--- src/rtl/dec_pkg.sv ---
// Shared types and helpers for the 5-to-32 one-hot decoder and its encode-back checker.
package dec_pkg;

    localparam int DEC_IN_W  = 5;
    localparam int DEC_OUT_W = 32;

    typedef logic [DEC_IN_W-1:0]  dec_idx_t;
    typedef logic [DEC_OUT_W-1:0] dec_onehot_t;

    // Binary index to one-hot word. An X/Z bit in idx makes the shift, and so the
    // whole word, unknown in simulation.
    function automatic dec_onehot_t onehot_decode(input dec_idx_t idx);
        return dec_onehot_t'(1) << idx;
    endfunction

    // Priority encode of the lowest set bit; an all-zero word encodes to 0.
    function automatic dec_idx_t onehot_encode(input dec_onehot_t word);
        dec_idx_t idx;
        idx = '0;
        for (int i = DEC_OUT_W - 1; i >= 0; i--) begin
            if (word[i]) begin
                idx = dec_idx_t'(i);
            end
        end
        return idx;
    endfunction

endpackage

--- src/rtl/onehot_encoder_32.sv ---
// Encode-back checker: re-encodes a one-hot word to its index (lowest set bit wins)
// and flags whether the word holds exactly one set bit.
module onehot_encoder_32
    import dec_pkg::*;
#(
    parameter int IN_W = DEC_IN_W,
    localparam int OUT_W = 2 ** IN_W
) (
    input  logic [OUT_W-1:0] word_i,
    output logic [IN_W-1:0]  index_o,
    output logic             onehot_o
);

    // The count must reach OUT_W itself, hence one bit wider than the index.
    localparam int CNT_W = IN_W + 1;

    logic [CNT_W-1:0] cnt;

    if (IN_W == DEC_IN_W) begin : g_pkg_enc
        assign index_o = onehot_encode(word_i);
    end else begin : g_loop_enc
        // Lowest set bit wins: scan from the top so the last hit is the lowest.
        always_comb begin
            index_o = '0;
            for (int i = OUT_W - 1; i >= 0; i--) begin
                if (word_i[i]) begin
                    index_o = IN_W'(i);
                end
            end
        end
    end

    // Population count of the word; exactly one set bit means a valid one-hot.
    always_comb begin
        cnt = '0;
        for (int i = 0; i < OUT_W; i++) begin
            cnt = cnt + CNT_W'(word_i[i]);
        end
    end

    assign onehot_o = (cnt == CNT_W'(1));

endmodule

--- src/rtl/decoder_5_to_32.sv ---
// Binary-to-one-hot decoder with a combinational output, an enable-gated registered
// copy (optionally one-cold), a valid flag, and a sticky one-hot integrity flag.
module decoder_5_to_32
    import dec_pkg::*;
#(
    parameter int IN_W        = DEC_IN_W,
    parameter int ACT_LOW_OUT = 0,
    localparam int OUT_W      = 2 ** IN_W
) (
    input  logic             clk,
    input  logic             rst_n,
    input  logic             en,
    input  logic [IN_W-1:0]  input_data,
    output logic [OUT_W-1:0] output_data,
    output logic [OUT_W-1:0] output_data_q,
    output logic             out_valid_q,
    output logic [IN_W-1:0]  index_q,
    output logic             err_q
);

    // All-ones when the registered word is one-cold; applied on store and undone on readback.
    localparam logic [OUT_W-1:0] INV_MASK = {OUT_W{(ACT_LOW_OUT != 0)}};

    logic [OUT_W-1:0] dec_w;
    logic [OUT_W-1:0] word_d;
    logic             valid_d;
    logic             err_d;
    logic [OUT_W-1:0] stored_plain;
    logic             onehot_ok;

    if (IN_W == DEC_IN_W) begin : g_pkg_dec
        assign dec_w = onehot_decode(input_data);
    end else begin : g_shift_dec
        assign dec_w = OUT_W'(1) << input_data;
    end

    // The combinational output ignores clock, reset and enable entirely.
    assign output_data = dec_w;

    // Next state: capture the (optionally inverted) decode on enable, otherwise hold the word.
    always_comb begin
        word_d  = output_data_q;
        valid_d = 1'b0;
        if (en) begin
            word_d  = dec_w ^ INV_MASK;
            valid_d = 1'b1;
        end
    end

    // The checker always looks at the non-inverted word.
    assign stored_plain = output_data_q ^ INV_MASK;

    onehot_encoder_32 #(
        .IN_W (IN_W)
    ) u_enc (
        .word_i   (stored_plain),
        .index_o  (index_q),
        .onehot_o (onehot_ok)
    );

    // Sticky: only a word that is claimed valid can raise the error, and only reset clears it.
    assign err_d = err_q | (out_valid_q & ~onehot_ok);

    // Registered decode, valid flag and error flag; reset clears to the idle (non-selecting) word.
    always_ff @(posedge clk or negedge rst_n) begin
        if (!rst_n) begin
            output_data_q <= INV_MASK;
            out_valid_q   <= 1'b0;
            err_q         <= 1'b0;
        end else begin
            output_data_q <= word_d;
            out_valid_q   <= valid_d;
            err_q         <= err_d;
        end
    end

endmodule

--- config.mk ---
export PLATFORM = sky130hd
export DESIGN_NAME = decoder_5_to_32
export DESIGN_NICKNAME = d
export VERILOG_FILES = /design/src/rtl/dec_pkg.sv /design/src/rtl/onehot_encoder_32.sv /design/src/rtl/decoder_5_to_32.sv
export SDC_FILE = /design/constraint.sdc
export NUM_CORES = 1
export LEC_CHECK = 0
export CORE_ASPECT_RATIO = 0.5
export CORE_MARGIN = 2
export CORE_UTILIZATION = 40
export CTS_CLUSTER_SIZE = 8
export DETAILED_ROUTE_END_ITERATION = 10
export MAX_ROUTING_LAYER = met4
export PLACE_DENSITY = 0.69
export SETUP_SLACK_MARGIN = 0.02
export SLEW_MARGIN = 10
export SYNTH_ARGS = -nofsm -noshare
export SYNTH_HDL_FRONTEND = slang
export SYNTH_SLANG_ARGS = --single-unit
export TNS_END_PERCENT = 100
--- constraint.sdc ---
create_clock -name clk -period 7 [get_ports clk]
set_clock_uncertainty 0.15 [all_clocks]
set_input_delay 0.7 -clock clk [delete_from_list [all_inputs] [get_ports clk]]
set_output_delay 0.7 -clock clk [all_outputs]
set_load 0.005 [all_outputs]
==> results of run 1 <==
-- cell usage in the layout (no fill, tap or decap), types with 4 or more instances in the layout --
cell	instances
clkdlybuf4s50_1	78
inv_1	42
nor2_1	35
dfrtp_1	34
fa_1	24
nand2_1	21
mux2_2	19
o21ai_0	17
nor3_1	11
ha_1	8
nor4_1	7
a21oi_1	7
clkbuf_16	5
or4_1	4
nand2b_1	4
nand3_1	4
-- power by group through the flow --
| stage | Sequential [mW] | Combinational [mW] | Clock (mW) |
|---|---|---|---|
| floorplan | 0.211 | 0.0761 | 0 |
| global placement | 0.213 | 0.128 | 0 |
| detailed placement | 0.214 | 0.133 | 0 |
| CTS | 0.210 | 0.133 | 0.301 |
| global route | 0.211 | 0.147 | 0.310 |
| finish | 0.211 | 0.132 | 0.299 |
-- cell type report --
type / instances / area (µm²)
sequential: 34 / 851
fill: 551 / 2500
clock buffer: 5 / 125
multi-input combinational: 186 / 1520
inverter: 42 / 158
tap: 88 / 110
clock inverter: 3 / 68.8
timing repair buffer: 80 / 796
-- logic make-up after synthesis --
kind of cell | share of synthesized area
buf+inv | 0.0738
mux | 0.0836
flops | 0.333
compound gates | 0.0929
simple gates | 0.190
fa+ha+maj | 0.227
-- cells in the mapped netlist, drive strengths merged, types with 5 or more instances --
| master | n | share of area |
|---|---|---|
| fa | 24 | 0.19 |
| inv | 42 | 0.062 |
| nor4 | 7 | 0.017 |
| nor3 | 12 | 0.025 |
| dfrtp | 34 | 0.33 |
| buf | 6 | 0.011 |
| nand2b | 5 | 0.015 |
| nand2 | 21 | 0.031 |
| o21ai | 18 | 0.035 |
| nor2 | 35 | 0.051 |
| mux2 | 19 | 0.084 |
| ha | 8 | 0.039 |
| a21oi | 7 | 0.014 |
-- critical path: stages (launching register included) --
cell	delay (ns)
dfrtp_1	0.42
ha_1	0.32
inv_1	0.05
fa_1	0.47
inv_1	0.05
fa_1	0.53
fa_1	0.45
fa_1	0.50
fa_1	0.52
inv_1	0.05
fa_1	0.47
inv_1	0.05
fa_1	0.39
fa_1	0.44
nor4b_1	0.25
nand3_1	0.11
a21o_1	0.18
-- layer usage --
layer	vias to the layer above	part of all wire	track usage
met2	104	0.45	0.352
met1	1180	0.47	0.375
met4	0	0.012	0.0655
li1	1066	-	-
met5	-	0	-
met3	8	0.069	0.0529
-- sequential cells by signal (all words and copies together) (netlist names) --
name and count:
out_valid_q 1, err_q 1, output_data_q 32
-- final timing paths --
path,slack (ns),to,cells past startpoint
worst max-delay path,1.48,err_q,16
min in group asynchronous,0.70,output_data_q[12],2
worst min register to register,0.31,err_q,1
max in group asynchronous,5.69,err_q,2
worst max register to register,1.48,err_q,16
worst min-delay path,0.31,err_q,1
==> metrics.md, run 1 <==
| Metric | Value |
|---|---|
| Nets | `389` |
| Clock H-tree levels | `2` |
| First-pass GRT wire length | `12300 µm` |
| Hold Crit Start | `err_q` |
| I/O pin cnt | `79` |
| CTS clk-pin slew, worst paths | `0.06 ns` |
| Worst R2R Start | `output_data_q[0]` |
| Ys flop type | `dfrtp_1` |
| Final worst slack | `1.48 ns` |
| F_max | `0.181 GHz` |
| Placed cell area | `3430 µm²` |
| Seq cells post-synth | `34` |
| Clock root buffer | `clkbuf_16` |
| Crit path max fanout | `5` |
| Worst-Skew Late Latency | `0.29 ns` |
| Die Y | `60.6 µm` |
| Psw | `0.170 mW` |
| Register share of total power | `0.328` |
| Total power | `0.641 mW` |
| Synth-to-Final Area Change | `41.8%` |
| DP Worst Slack | `1.47 ns` |
| # Post-CTS Setup Buffers | `0` |
| Worst VDD drop | `131 µV` |
| Final cell count without fillers | `438` |
| Min Tclk post-route | `5.52 ns` |
| Vias in the first global route | `2251` |
| Initial antenna violation count | `0` |
| Int Power | `0.471 mW` |
| Max-Cap Viols | `0` |
| Design area | `3630 µm²` |
| Setup CP Type | `register to register` |
| Num rows | `20` |
| Register area share after synthesis | `0.333` |
| Final core utilization | `0.592` |
| WL final | `8130 µm` |
| EDFF count, synth | `0` |
| Mapped Area | `2560 µm²` |
| Post-route ant nets | `0` |
| Worst hold path class | `register to register` |
| Setup TNS Final | `0 ns` |
| Net Count, Synth | `309` |
| Yosys Warn Count | `0` |
| 1st-pass router iterations | `5` |
| Netlist cell types | `38` |
| Crit path launch | `output_data_q[0]` |
| Vias per inst | `5.38` |
| Final hold slack | `0.311 ns` |
| Final Hold Fails | `0` |
| Kind of end point of the critical path | `register` |
| Die area | `7090 µm²` |
| Largest net degree at the start of global routing | `47` |
| CTS buffer count | `5` |
| Sw Share | `0.265` |
| Routed WL per cell | `18.6 µm` |
| Core Area | `6130 µm²` |
| Leak | `1.61 nW` |
| Diode count | `0` |
| Placer congestion estimate | `0.922` |
| Req. time, crit path | `7.03 ns` |
| CTS sink count | `34` |
| Max clock buf depth | `2` |
| Combinational group share of total power | `0.205` |
| Share of layout cells above drive strength 1 | `0.0943` |
| Placed Cells | `430` |
| DR DRC count | `0` |
| Final period utilization | `0.788` |
| Relative slew margins | `0.670` |
| # port buffers | `78` |
| Post-CTS sizing | `0` |
| Synthesized instance count | `269` |
| DRT iter0 DRCs | `150` |
| Dpl hpwl | `6450 µm` |
| Least-Margin Pin Slew | `0.495 ns` |
| Syn Area/Cell | `9.51 µm²` |
| Initial Util | `0.417` |
| Crit path arrival time | `5.55 ns` |
| Clock power share | `0.467` |
| Final setup viols | `0` |
| Async S/R FF share, synth | `1.00` |
| Congestion Overflow GR | `0` |
| Slew Viols, Final | `0` |
| TritonCTS clock tree | `built` |
| RSZ-0062 raised after global routing | `false` |
| GRT Util Overall | `0.253` |
| PwrDens | `177 nW/µm²` |
| CP Launch Type | `register` |
| Status | `finished, final reports clean` |
| Hold buffer count at CTS | `0` |
| Die width | `117 µm` |
| DR vias | `2358` |
Note: power is estimated with default switching activity, not from simulation.
==> inputs of run 2 (changes only) <==
--- a/config.mk
+++ b/config.mk
@@ -11,7 +11,7 @@
 export CTS_CLUSTER_SIZE = 8
 export DETAILED_ROUTE_END_ITERATION = 10
 export MAX_ROUTING_LAYER = met4
-export PLACE_DENSITY = 0.69
+export PLACE_DENSITY = 0.72
 export SETUP_SLACK_MARGIN = 0.02
 export SLEW_MARGIN = 10
 export SYNTH_ARGS = -nofsm -noshare
==> constraint.sdc (replaced) <==
create_clock -name clk -period 5.02 [get_ports clk]
set_clock_uncertainty 0.15 [all_clocks]
set_input_delay 0.502 -clock clk [delete_from_list [all_inputs] [get_ports clk]]
set_output_delay 0.502 -clock clk [all_outputs]
set_load 0.005 [all_outputs]
==> metrics.md, run 2 (same netlist as run 1, synthesis figures left out) <==
| Metric | Value |
|---|---|
| Post-CTS sizing | `0` |
| Met1 Use GR | `0.377` |
| DR DRC count | `0` |
| Req. time, crit path | `5.04 ns` |
| Crit path arrival time | `5.32 ns` |
| 1st-pass router iterations | `5` |
| DR vias | `2448` |
| # Post-CTS Setup Buffers | `0` |
| Vias per inst | `5.37` |
| Max clock buf depth | `2` |
| Final period utilization | `1.06` |
| Final core utilization | `0.608` |
| Hold Crit Start | `err_q` |
| Largest net degree at the start of global routing | `47` |
| Kind of end point of the critical path | `register` |
| Final worst slack | `-0.284 ns` |
| Congestion Overflow GR | `0` |
| Worst hold path class | `register to register` |
| GR met2 Demand/Resource | `0.378` |
| Worst R2R Start | `output_data_q[0]` |
| Die area | `7090 µm²` |
| CP Launch Type | `register` |
| Crit path launch | `output_data_q[0]` |
| Die width | `117 µm` |
| I/O pin cnt | `79` |
| # port buffers | `78` |
| WL final | `8510 µm` |
| GRT Util Overall | `0.262` |
| Max-Cap Viols | `0` |
| Worst VDD drop | `121 µV` |
| RSZ-0062 raised after global routing | `true` |
| Worst-Skew Late Latency | `0.28 ns` |
| Met3 Track Usage GR | `0.0659` |
| Leak | `1.69 nW` |
| Min Tclk post-route | `5.30 ns` |
| Hold buffer count at CTS | `0` |
| Final Hold Fails | `0` |
| Setup CP Type | `register to register` |
| Fillers | `501` |
| Initial antenna violation count | `0` |
| Num rows | `20` |
| Most frequent cells in the layout | `78 x clkdlybuf4s50_1, 41 x inv_1, 35 x nor2_1` |
| DRT iter0 DRCs | `294` |
| Nets | `407` |
| Biggest register | `output_data_q` |
| Vias in the first global route | `2368` |
| PwrDens | `216 nW/µm²` |
| Status | `complete, but fails checks` |
| Core Area | `6130 µm²` |
| TritonCTS clock tree | `built` |
| Die Y | `60.6 µm` |
| Post-route ant nets | `0` |
| Initial Util | `0.417` |
| Regs by FF count | `output_data_q x32, err_q x1, out_valid_q x1` |
| CTS clk-pin slew, worst paths | `0.06 ns` |
| Dpl hpwl | `6810 µm` |
| Commonest non-fill, non-tap cell in the layout | `clkdlybuf4s50_1` |
| Crit path max fanout | `2` |
| GRT busiest layer | `met2` |
| Diode count | `0` |
| CTS buffer count | `5` |
| Least-Margin Pin Slew | `0.526 ns` |
| Share of layout cells above drive strength 1 | `0.147` |
| Placed Cells | `448` |
| Placer congestion estimate | `0.963` |
| Failing checks | `negative setup slack` |
| First-pass GRT wire length | `13100 µm` |
| CTS sink count | `34` |
| DP Worst Slack | `-0.278 ns` |
| Largest register FFs | `32` |
| Final setup viols | `1` |
| Clock root buffer | `clkbuf_16` |
| Synth-to-Final Area Change | `45.7%` |
| Relative slew margins | `0.647` |
| F_max | `0.189 GHz` |
| Slew Viols, Final | `0` |
| Register Area | `851 µm²` |
| Clock H-tree levels | `2` |
| Multi-input logic area | `1530 µm²` |
| Routed WL per cell | `18.7 µm` |
| Final cell count without fillers | `456` |
==> run 2: power breakdown <==
group / leakage (nW) / internal (mW) / switching (mW)
clock: 0.0729 / 0.196 / 0.121
sequential: 0.464 / 0.280 / 0.00868
combinational: 1.15 / 0.0997 / 0.102
==> run 2: final cells by class <==
| class | count | area share |
|---|---|---|
| timing repair buffer | 98 | 0.250 |
| tap | 88 | 0.0295 |
| clock inverter | 2 | 0.00336 |
| clock buffer | 6 | 0.0372 |
| sequential | 34 | 0.228 |
| inverter | 42 | 0.0423 |
| multi-input combinational | 186 | 0.410 |
==> run 2: worst max-delay path: stages (launching register included) <==
cell,delay (ns)
dfrtp_1,0.38
ha_1,0.28
inv_1,0.04
fa_1,0.47
inv_1,0.05
fa_1,0.46
fa_1,0.52
fa_1,0.45
fa_1,0.51
inv_1,0.05
fa_1,0.48
inv_2,0.04
fa_2,0.35
fa_1,0.46
nor4b_2,0.22
nand3_1,0.10
a21o_1,0.18
==> run 2: through the flow <==
step           power [mW]  area [µm²]  hold WS (ns)  TNS (ns)
2_1_floorplan       0.403        2570        0.0564    -0.152
3_3_place_gp        0.484        3580         0.295    -0.165
3_5_place_dp        0.494        3580         0.303    -0.278
4_1_cts             0.808        3730         0.327    -0.292
5_1_grt             0.846        3730         0.364    -0.477
6_report            0.807        3730         0.318    -0.284
==> run 2: routing by layer <==
metal  share of wire  wire [µm]
met1            0.44       3740
met2            0.45       3830
met3            0.10        863
met4          0.0085         72
met5               0          0
==> run 2: final timing paths <==
| kind | to | slack, ns | cells after the start |
|---|---|---|---|
| worst max-delay path | err_q | -0.28 | 16 |
| worst min-delay path | err_q | 0.32 | 1 |
| worst max register to register | err_q | -0.28 | 16 |
| worst min register to register | err_q | 0.32 | 1 |
| max in group asynchronous | output_data_q[7] | 3.91 | 2 |
| min in group asynchronous | output_data_q[3] | 0.49 | 2 |
